[config.mk]
export PLATFORM = sky130hd
export DESIGN_NAME = video_pattern_gen
export DESIGN_NICKNAME = d
export VERILOG_FILES = /design/src/rtl/video_pattern_gen.sv
export SDC_FILE = /design/constraint.sdc
export NUM_CORES = 1
export LEC_CHECK = 0
export BUFFER_PORTS_ARGS = -buffer_cell sky130_fd_sc_hd__buf_2
export CORE_MARGIN = 1.5
export CORE_UTILIZATION = 40
export DETAILED_ROUTE_END_ITERATION = 16
export PLACE_DENSITY_LB_ADDON = 0.08
export SLEW_MARGIN = 20
export SYNTH_ARGS = -nofsm -noshare
export SYNTH_HDL_FRONTEND = slang
export SYNTH_SLANG_ARGS = --single-unit
[constraint.sdc]
create_clock -name aclk -period 9.8 [get_ports aclk]
set_input_delay 1.96 -clock aclk [delete_from_list [all_inputs] [get_ports aclk]]
set_output_delay 1.96 -clock aclk [all_outputs]
set_load 0.05 [all_outputs]
[src/rtl/video_pattern_gen.sv]
// Test-pattern source for an AXI4-Stream video output.
// Patterns: solid colour, eight colour bars, checkerboard, horizontal grey ramp.
// Ports: aclk/aresetn/aclken are the clock, async active-low reset and clock enable.
//   enable requests frames; pattern_sel and solid_color choose the picture.
//   m_axis_video_* is the stream output (tuser = start of frame, tlast = end of line).
//   frame_cnt counts completed frames; busy is high whenever not idle.
module video_pattern_gen #(
  parameter int H_ACTIVE = 1280,
  parameter int V_ACTIVE = 720,
  parameter int H_GAP    = 16,
  parameter int V_GAP    = 64,
  parameter int CK_LOG2  = 3
) (
  input  logic        aclk,
  input  logic        aresetn,
  input  logic        aclken,
  input  logic        enable,
  input  logic [1:0]  pattern_sel,
  input  logic [23:0] solid_color,
  input  logic        m_axis_video_tready_in,
  output logic [23:0] m_axis_video_tdata_out,
  output logic        m_axis_video_tvalid_out,
  output logic        m_axis_video_tuser_out,
  output logic        m_axis_video_tlast_out,
  output logic [15:0] frame_cnt,
  output logic        busy
);

  typedef enum logic [1:0] {S_IDLE, S_ACTIVE, S_HGAP, S_VGAP} state_t;

  state_t      state_q, state_d;
  logic [11:0] x_q, x_d, y_q, y_d;
  logic [15:0] gap_q, gap_d;
  logic [15:0] fc_q, fc_d;
  logic [1:0]  pat_q, pat_d;
  logic [12:0] acc_q, acc_d;   // x*8 minus bar*H_ACTIVE, always < H_ACTIVE
  logic [2:0]  bar_q, bar_d;
  logic [23:0] tdata_q, tdata_d;
  logic        tuser_q, tuser_d, tlast_q, tlast_d;
  logic        rdone_q;        // set on the first enabled edge after reset release

  // Combinational helpers
  logic [11:0] x_n;
  logic [12:0] acc_n;
  logic [2:0]  bar_n;
  logic        start_line, frame_boundary;
  logic [11:0] line_y;
  logic [1:0]  line_pat;

  function automatic logic [23:0] pixel(input logic [1:0] pat, input logic [7:0] x8,
                                        input logic chk, input logic [2:0] bar,
                                        input logic [23:0] solid);
    pixel = 24'h000000;
    case (pat)
      2'd0: pixel = solid;
      2'd1: begin
        case (bar)
          3'd0: pixel = 24'hFFFFFF;
          3'd1: pixel = 24'hFFFF00;
          3'd2: pixel = 24'h00FFFF;
          3'd3: pixel = 24'h00FF00;
          3'd4: pixel = 24'hFF00FF;
          3'd5: pixel = 24'hFF0000;
          3'd6: pixel = 24'h0000FF;
          default: pixel = 24'h000000;
        endcase
      end
      2'd2: pixel = chk ? solid : 24'h000000;
      default: pixel = {x8, x8, x8};
    endcase
  endfunction

  always_comb begin
    state_d = state_q;  x_d = x_q;  y_d = y_q;  gap_d = gap_q;  fc_d = fc_q;
    pat_d = pat_q;  acc_d = acc_q;  bar_d = bar_q;
    tdata_d = tdata_q;  tuser_d = tuser_q;  tlast_d = tlast_q;
    start_line = 1'b0;  frame_boundary = 1'b0;
    line_y = y_q;  line_pat = pat_q;
    x_n = x_q + 12'd1;

    // Bar tracking: advance x*8 by 8 and peel off whole bar widths. Narrow
    // lines (H_ACTIVE < 8) can cross several bars per pixel, hence the loop.
    acc_n = acc_q + 13'd8;
    bar_n = bar_q;
    for (int i = 0; i < 8; i++) begin
      if (acc_n >= 13'(H_ACTIVE)) begin
        acc_n = acc_n - 13'(H_ACTIVE);
        bar_n = bar_n + 3'd1;
      end
    end

    case (state_q)
      S_IDLE: begin
        if (rdone_q && enable) begin
          start_line = 1'b1;  line_y = 12'd0;  line_pat = pattern_sel;
        end
      end
      S_ACTIVE: begin
        if (m_axis_video_tready_in) begin
          if (tlast_q) begin
            x_d = 12'd0;  tlast_d = 1'b0;  tuser_d = 1'b0;
            if (y_q != 12'(V_ACTIVE - 1)) begin
              if (H_GAP == 0) begin
                start_line = 1'b1;  line_y = y_q + 12'd1;
              end else begin
                state_d = S_HGAP;  gap_d = 16'(H_GAP);  y_d = y_q + 12'd1;
              end
            end else begin
              fc_d = fc_q + 16'd1;
              y_d  = 12'd0;
              if (V_GAP == 0) frame_boundary = 1'b1;
              else begin
                state_d = S_VGAP;  gap_d = 16'(V_GAP);
              end
            end
          end else begin
            x_d     = x_n;  acc_d = acc_n;  bar_d = bar_n;
            tdata_d = pixel(pat_q, x_n[7:0], x_n[CK_LOG2] ^ y_q[CK_LOG2], bar_n, solid_color);
            tuser_d = 1'b0;
            tlast_d = (x_n == 12'(H_ACTIVE - 1));
          end
        end
      end
      S_HGAP: begin
        if (gap_q == 16'd1) begin
          gap_d = 16'd0;  start_line = 1'b1;  line_y = y_q;
        end else begin
          gap_d = gap_q - 16'd1;
        end
      end
      default: begin // S_VGAP
        if (gap_q == 16'd1) begin
          gap_d = 16'd0;  frame_boundary = 1'b1;
        end else begin
          gap_d = gap_q - 16'd1;
        end
      end
    endcase

    // A frame boundary is the only place a run may stop or the pattern change.
    if (frame_boundary) begin
      if (enable) begin
        start_line = 1'b1;  line_y = 12'd0;  line_pat = pattern_sel;
      end else begin
        state_d = S_IDLE;
      end
    end

    // Preload the first beat of a line so tvalid rises with valid data.
    if (start_line) begin
      state_d = S_ACTIVE;  x_d = 12'd0;  y_d = line_y;  pat_d = line_pat;
      acc_d   = 13'd0;     bar_d = 3'd0;
      tdata_d = pixel(line_pat, 8'd0, line_y[CK_LOG2], 3'd0, solid_color);
      tuser_d = (line_y == 12'd0);
      tlast_d = 1'b0;
    end
  end

  always_ff @(posedge aclk or negedge aresetn) begin
    if (!aresetn) begin
      state_q <= S_IDLE;  x_q <= '0;  y_q <= '0;  gap_q <= '0;  fc_q <= '0;
      pat_q <= '0;  acc_q <= '0;  bar_q <= '0;
      tdata_q <= '0;  tuser_q <= 1'b0;  tlast_q <= 1'b0;  rdone_q <= 1'b0;
    end else if (aclken) begin
      state_q <= state_d;  x_q <= x_d;  y_q <= y_d;  gap_q <= gap_d;  fc_q <= fc_d;
      pat_q <= pat_d;  acc_q <= acc_d;  bar_q <= bar_d;
      tdata_q <= tdata_d;  tuser_q <= tuser_d;  tlast_q <= tlast_d;  rdone_q <= 1'b1;
    end
  end

  assign m_axis_video_tdata_out  = tdata_q;
  assign m_axis_video_tvalid_out = (state_q == S_ACTIVE);
  assign m_axis_video_tuser_out  = tuser_q;
  assign m_axis_video_tlast_out  = tlast_q;
  assign frame_cnt               = fc_q;
  assign busy                    = (state_q != S_IDLE);

endmodule

# [Yosys cells after proc, flatten, opt, wreduce, memory -nomap -nowiden]
# Index checks and enable logic that the tools add are counted.
[totals] ff_bits=103 inputBits=31 output_inout_bits=44 elab_cells=154
[classes] addsub=21 order_cmp=8 eq_ne=18 n_mux=75 bitwise_logic=3 reduce_logical=17
[op_table] op="24-bit case mux with 7 select lines" n=1
[op_table] op="12-bit 2-to-1 mux" n=13
[op_table] op="13-bit 2-to-1 mux" n=12
[op_table] op="24-bit 2-to-1 mux" n=6
[op_table] op="24-bit case mux with 3 select lines" n=2
[op_table] op="13-bit by 11-bit greater-or-equal comparator with 1-bit output, second input constant" n=8
[op_table] op="13-bit by 11-bit subtractor with 13-bit output, second input constant" n=8
[op_table] op="16-bit 2-to-1 mux" n=3
[op_table] op="3-bit 2-to-1 mux" n=12
[op_table] op="16-bit case mux with 2 select lines" n=1
[op_table] op="12-bit by 1-bit adder with 12-bit output, second input constant" n=2
[op_table] op="3-bit by 1-bit adder with 3-bit output, second input constant" n=8
[op_table] op="2-bit 2-to-1 mux" n=10
[op_table] op="16-bit by 1-bit adder with 16-bit output, second input constant" n=1
[op_table] op="16-bit by 1-bit equality test with 1-bit output, second input constant" n=1
[op_table] op="16-bit by 1-bit subtractor with 16-bit output, second input constant" n=1
[op_table] op="13-bit by 4-bit adder with 13-bit output, second input constant" n=1
[op_table] op="1-bit 2-to-1 mux" n=13
[op_table] op="12-bit by 11-bit equality test with 1-bit output, second input constant" n=1
[op_table] op="12-bit logical NOT" n=1
[op_table] op="12-bit by 10-bit != test with 1-bit output, second input constant" n=1
[op_table] op="4-bit AND reduction" n=3
[op_table] op="3-bit equality test, second input constant" n=3
[op_table] op="2-bit nonzero test" n=4
[op_table] op="other kinds (17)" n=26

# [Depth between registers and ports, before layout]
[logic_depth] ltp_word=24 depth_mapped=36 depth_no_buf=35

# [Worst setup path after synthesis]
# No wires, ideal clock.
[synth_timing] path_type="reg2reg" start="reg acc_q[3]" end="reg tdata_q[10] (netlist: m_axis_video_tdata_out[10])" t_arrival_ps=7090 required_ps=9643 setup_slack_ps=2552 path_stages_with_launch=37 synth_period_minus_slack_ps=7248 cell_sequence="dfrtp_1 -> ha_1 -> buf_2 -> and4_1 -> nand2_1 -> xnor2_1 -> inv_1 -> ha_1 -> nand2_1 -> a21o_1 -> o21ai_2 -> nor2_1 -> mux2_2 -> ha_1 -> inv_1 -> o21ai_0 -> ha_1 -> inv_1 -> a31o_2 -> a21o_1 -> nand2_1 -> ha_1 -> nor2_1 -> a31oi_1 -> ha_1 -> and3_1 -> or2_2 -> ha_1 -> mux2_2 -> ha_1 -> nand3b_1 -> a21o_1 -> ha_1 -> o211ai_1 -> a21oi_1 -> mux2i_1 -> o2111ai_1"
[synth_between] elab_chain_len=24 word_cells_on_any_way=51 classes_between="add/sub: 15; order compare: 8; eq/ne: 6; mux: 21; reduce/logical: 1"
[synth_rtl] element="from (decl)" line="36" rtl="logic [12:0] acc_q, acc_d;"
[synth_rtl] element="from (signal assigned)" line="162" rtl="pat_q <= '0; acc_q <= '0; bar_q <= '0;"
[synth_rtl] element="from (signal assigned)" line="166" rtl="pat_q <= pat_d; acc_q <= acc_d; bar_q <= bar_d;"
[synth_rtl] element="13-bit by 4-bit adder with 13-bit output (*)" line="83" rtl="acc_n = acc_q + 13'd8;"
[synth_rtl] element="13-bit by 11-bit subtractor with 13-bit output / 13-bit by 11-bit greater-or-equal comparator with 1-bit output (equally long branches)" line="87, 86"
[synth_rtl] element="13-bit 2-to-1 mux / 3-bit 2-to-1 mux (equally long branches)" line="86" rtl="if (acc_n >= 13'(H_ACTIVE)) begin"
[synth_rtl] element="13-bit by 11-bit subtractor with 13-bit output (tied with other cells)" line="87" rtl="acc_n = acc_n - 13'(H_ACTIVE);"
[synth_rtl] element="13-bit 2-to-1 mux / 3-bit 2-to-1 mux (equally long branches)" line="86"
[synth_rtl] element="13-bit by 11-bit subtractor with 13-bit output (tied with other cells)" line="87"
[synth_rtl] element="13-bit 2-to-1 mux / 3-bit 2-to-1 mux (equally long branches)" line="86"
[synth_rtl] element="13-bit by 11-bit subtractor with 13-bit output (tied with other cells)" line="87"
[synth_rtl] element="(+8 left out)"
[synth_rtl] element="3-bit 2-to-1 mux (*)" line="86"
[synth_rtl] element="3-bit equality test (tied with other cells)" line="57" rtl="case (bar)"
[synth_rtl] element="24-bit case mux with 7 select lines (*)" line="57"
[synth_rtl] element="24-bit case mux with 3 select lines (*)" line="54" rtl="case (pat)"
[synth_rtl] element="24-bit 2-to-1 mux (*)" line="100" rtl="if (tlast_q) begin"
[synth_rtl] element="24-bit 2-to-1 mux (*)" line="99" rtl="if (m_axis_video_tready_in) begin"
[synth_rtl] element="24-bit 2-to-1 mux (*)" line="92" rtl="case (state_q)"
[synth_rtl] element="24-bit 2-to-1 mux (*)" line="150" rtl="if (start_line) begin"
[synth_rtl] element="to (signal assigned)" line="163" rtl="tdata_q <= '0; tuser_q <= 1'b0; tlast_q <= 1'b0; rdone_q <= 1'b0;"
[synth_rtl] element="to (signal assigned)" line="167" rtl="tdata_q <= tdata_d; tuser_q <= tuser_d; tlast_q <= tlast_d; rdone_q <= 1'b1;"
[synth_rtl] element="to (decl)" line="38" rtl="logic [23:0] tdata_q, tdata_d;"
# Every way passes the cells marked *; elsewhere a longest branch is shown, timed or not. The select of a mux whose other input is x is not followed.
# A chain may end at the register's enable or synchronous reset.

# [Worst setup path after layout]
[layout_timing] start="reg acc_q[3]" end="reg tdata_q[12] (netlist: m_axis_video_tdata_out[12])"
# The elaborated chain is that of the path after synthesis.

==> implementation parameters <==
Parameter                              Value

Status
  Status ... complete, no violations

Finish
  Post-route non-filler standard cell count ... about 1.1k
  Top library cells by usage in the layout, fill and taps aside ... sky130_fd_sc_hd__o21ai_0 (105), sky130_fd_sc_hd__dfrtp_1 (100), sky130_fd_sc_hd__nand2_1 (83)
  Sequential cell area ... between 2000 and 3000 µm²
  Layout cell share with drive strength beyond 1 ... between 10% and 20%
  Number of fillers in the final layout ... around 1.7k
  Final net count ... around 930
  Diode insertion count for antenna repair ... 0
  Commonest non-fill, non-tap cell in the layout ... sky130_fd_sc_hd__o21ai_0
  Combined area of the multi-input logic cells ... approximately 4100 µm²
  Area growth, synth to finish ... 12.06%

Timing
  Final hold violation count ... 0
  Relative slew margins ... 32.92%
  Slew Limit Fails ... 0
  Period minus WS final ... approximately 8.4 ns
  Number of setup violations in the final report ... 0
  Final clock skew ... 0.009568 ns
  Final WS setup ... between 1 and 1.5 ns
  RSZ-0062 raised after global routing ... no
  Achievable frequency ... between 0.1 and 0.15 GHz
  Setup_tns ... 0 ns
  Final period utilization ... 85.32%
  Worst Max-Slew Pin Slew ... around 1.0 ns

Die
  Core Footprint ... approximately 17000 µm²
  Die Width ... 133.5 µm
  Die Ht ... ~130 µm
  Effective utilization at floorplan ... 41.05%
  FP Rows ... 47
  Total die area ... 17810 µm²
  Num ports ... between 70 and 80

Critical path
  Type of the worst setup path ... reg -> reg
  Top Family by Delay on Critical Path ... adder cells
  Most common cell on crit path ... sky130_fd_sc_hd__ha_1
  Startpoint types ... register
  Critical Path Slowest Stage Cell ... sky130_fd_sc_hd__mux2i_1
  Arrival time of the worst setup path ... 8.55 ns
  Crit path capture type ... register
  Critical path fanouts, max ... 13
  Delay of the slowest critical-path stage ... ~0.65 ns
  Buf+Inv Stages, Crit Path ... 3
  Crit path required time ... about 10 ns

Power and ir drop
  Internal power ... just under 0.9 mW
  Power density over cell area ... approximately 210 nW/µm²
  Sw Share ... between 40% and 50%
  Part of the total power dissipated in the clock network ... 21.5%
  Total leakage power ... about 3.4 nW
  Sequential fraction of design power ... between 30 and 40%
  Switching power ... around 0.75 mW
  Max rail drop VDD ... about 0.14 mV
  Combinational share of power ... 44.1%

Clock network
  Cts hold-fix bufs ... 0
  Clock input transition at the sequential cells of the worst setup and hold paths ... ~0.070 ns
  Num CTS Buffers ... 9
  H-tree level count ... 3
  CTS tree ... built
  Number of buffers added for setup after CTS ... 0
  Resized Gates After CTS ... 0
  Total clock sinks ... 100
  Latest clock arrival within the worst-skew pair ... approximately 0.36 ns
  Buffer type at the clock tree root ... sky130_fd_sc_hd__clkbuf_16
  Clock tree buffer depth ... 2

Global route
  Number of antenna violations at the first check in global routing ... 0
  Largest net degree at the start of global routing ... 63
  Leftover overflow at the end of global routing ... 0
  Via count of the first global-routing pass ... about 6.1k
  Total global routing track utilization ... ~22%
  First-pass GRT wire length ... 31.63 mm

Routing
  Metal-1 WL ... between 8 and 9 mm
  DR WL/cell ... between 15 and 20 µm
  Vias ... about 6.5k
  First-pass iteration count of the detailed router ... 5
  Iteration-0 DRC Markers ... 425
  Total length of routed met3 wires ... 982 µm
  Highest metal layer with signal wires ... met4
  Wirelength, routed ... around 19 mm
  Drt via density ... 5.916
  Wire length on met2 ... 8.830 mm
  DRC violation count after routing ... 0
  Number of nets still failing antenna checks after routing ... 0

Yosys
  Gate count of the mapped netlist ... 828
  Synth top area cells ... sky130_fd_sc_hd__dfrtp_1 (37%), sky130_fd_sc_hd__o21ai_0 (7.8%), sky130_fd_sc_hd__nand2_1 (4.6%)
  Sequential share of the synthesized area ... 36.76%
  Post-synth ARST share ... between 90% and 100%
  Post-synthesis cell type with the largest combined area ... sky130_fd_sc_hd__dfrtp_1
  Mapped Avg Cell Area ... about 8.2 µm²
  Count of flip-flops with a built-in enable after synthesis ... 0
  Number of warnings issued by yosys ... 0
  Cell Area, Synth ... just under 7000 µm²
  Total nets after synthesis ... between 800 and 900
  Number of distinct library cells after synthesis ... between 70 and 80
  Top-area cell type share of the netlist area ... roughly 37%
  Leading register cell type out of synthesis ... sky130_fd_sc_hd__dfrtp_1
  Number of synthesized register bits ... 100

Place
  Post-place setup slack ... 1.458 ns
  Post-DP HPWL ... 13.85 mm
  Count of port buffers added during placement ... 74
  Number of placed instances with taps included ... between 1k and 1.5k
  Gpl congestion ... just under 0.9

Hold path
  Worst Hold Class ... reg -> reg

Run
  Max-Cap Viols ... 0
-- metrics by stage --
step	cell area [µm²]	total power, mW	hold WS [ns]	util, %
2_1_floorplan	6808	1.079	0.4383	-
3_3_place_gp	7333	1.261	0.4523	44.22
3_5_place_dp	7333	1.274	0.4639	44.22
4_1_cts	7617	1.628	0.4802	45.93
5_1_grt	7629	1.726	0.5025	46.00
6_report	7629	1.627	0.4720	46.00
-- area by class of cell --
| type | instances | share of cell area, % |
|---|---|---|
| clock inverter | 7 | 0.7709 |
| inverter | 17 | 0.8365 |
| clock buffer | 9 | 2.952 |
| timing repair buffer | 80 | 5.527 |
| multi-input combinational | 670 | 53.50 |
| tap | 220 | 3.608 |
| sequential | 100 | 32.80 |
-- Yosys cell counts (3+ instances only) --
cell type,n
sky130_fd_sc_hd__o21ai_1,5
sky130_fd_sc_hd__inv_1,16
sky130_fd_sc_hd__and4_1,4
sky130_fd_sc_hd__xor2_1,16
sky130_fd_sc_hd__o211ai_1,14
sky130_fd_sc_hd__ha_1,19
sky130_fd_sc_hd__nand2_1,83
sky130_fd_sc_hd__nor4_1,8
sky130_fd_sc_hd__and3_1,21
sky130_fd_sc_hd__xnor2_2,3
sky130_fd_sc_hd__nor2_1,80
sky130_fd_sc_hd__o2111ai_1,8
sky130_fd_sc_hd__mux2_2,6
sky130_fd_sc_hd__dfrtp_1,100
sky130_fd_sc_hd__a22o_1,4
sky130_fd_sc_hd__nand3_1,50
sky130_fd_sc_hd__o21a_1,7
sky130_fd_sc_hd__or3_1,10
sky130_fd_sc_hd__and2_1,7
sky130_fd_sc_hd__a21o_1,6
sky130_fd_sc_hd__o21ai_0,106
sky130_fd_sc_hd__o22ai_1,3
sky130_fd_sc_hd__buf_2,7
sky130_fd_sc_hd__nand2b_1,5
sky130_fd_sc_hd__o221ai_1,3
sky130_fd_sc_hd__clkbuf_1,32
sky130_fd_sc_hd__a21oi_1,46
sky130_fd_sc_hd__o31ai_1,10
sky130_fd_sc_hd__nor2b_1,5
sky130_fd_sc_hd__nand4_1,12
sky130_fd_sc_hd__xnor2_1,27
sky130_fd_sc_hd__mux2i_1,3
sky130_fd_sc_hd__or2_2,5
sky130_fd_sc_hd__nand3b_1,4
sky130_fd_sc_hd__a31oi_1,25
sky130_fd_sc_hd__nor3_1,17
-- registers in the layout, indices dropped and copies added, names as in the netlist, 2 cells and up --
signal / count
frame_cnt: 16
bar_q: 3
pat_q: 2
state_q: 2
acc_q: 10
y_q: 12
x_q: 12
m_axis_video_tdata_out: 24
gap_q: 16
-- power groups by stage --
| stage | registers [mW] | logic [mW] | clock network, mW |
|---|---|---|---|
| after floorplan | 0.708 | 0.371 | 0 |
| after global placement | 0.566 | 0.696 | 0 |
| after detailed placement | 0.568 | 0.706 | 0 |
| after CTS | 0.560 | 0.709 | 0.359 |
| after global routing | 0.572 | 0.780 | 0.374 |
| final | 0.561 | 0.717 | 0.349 |
-- logic make-up after synthesis --
group	count (synthesis)	synth area share, %
XOR/XNOR	48	6.819
adder cells (fa/ha/maj)	19	3.492
flip-flops	100	36.76
multiplexers	10	1.654
buffers and inverters	58	3.382
AND/OR/NAND/NOR	326	23.64
AO/OA/AOI/OAI	267	24.26
-- path summary, 6_finish.rpt --
kind	start	end	slack (ns)	cells past startpoint
worst max-delay path	acc_q[3]$_DFFE_PN0P_	m_axis_video_tdata_out[12]$_DFFE_PN0P_	1.44	35
worst min-delay path	y_q[11]$_DFFE_PN0P_	y_q[11]$_DFFE_PN0P_	0.47	1
worst max register to register	acc_q[3]$_DFFE_PN0P_	m_axis_video_tdata_out[12]$_DFFE_PN0P_	1.44	35
worst min register to register	y_q[11]$_DFFE_PN0P_	y_q[11]$_DFFE_PN0P_	0.47	1
max in group asynchronous	aresetn	y_q[11]$_DFFE_PN0P_	7.05	2
min in group asynchronous	aresetn	bar_q[2]$_DFFE_PN0P_	1.64	1
-- metal layers --
metal  track usage [%]  vias up
met2             35.26      199
met3             4.072       29
met1             30.15     3155
li1                  -     3142
met4             5.676        0
met5                 0        -
No activity file was read; power rests on OpenSTA's default activity.
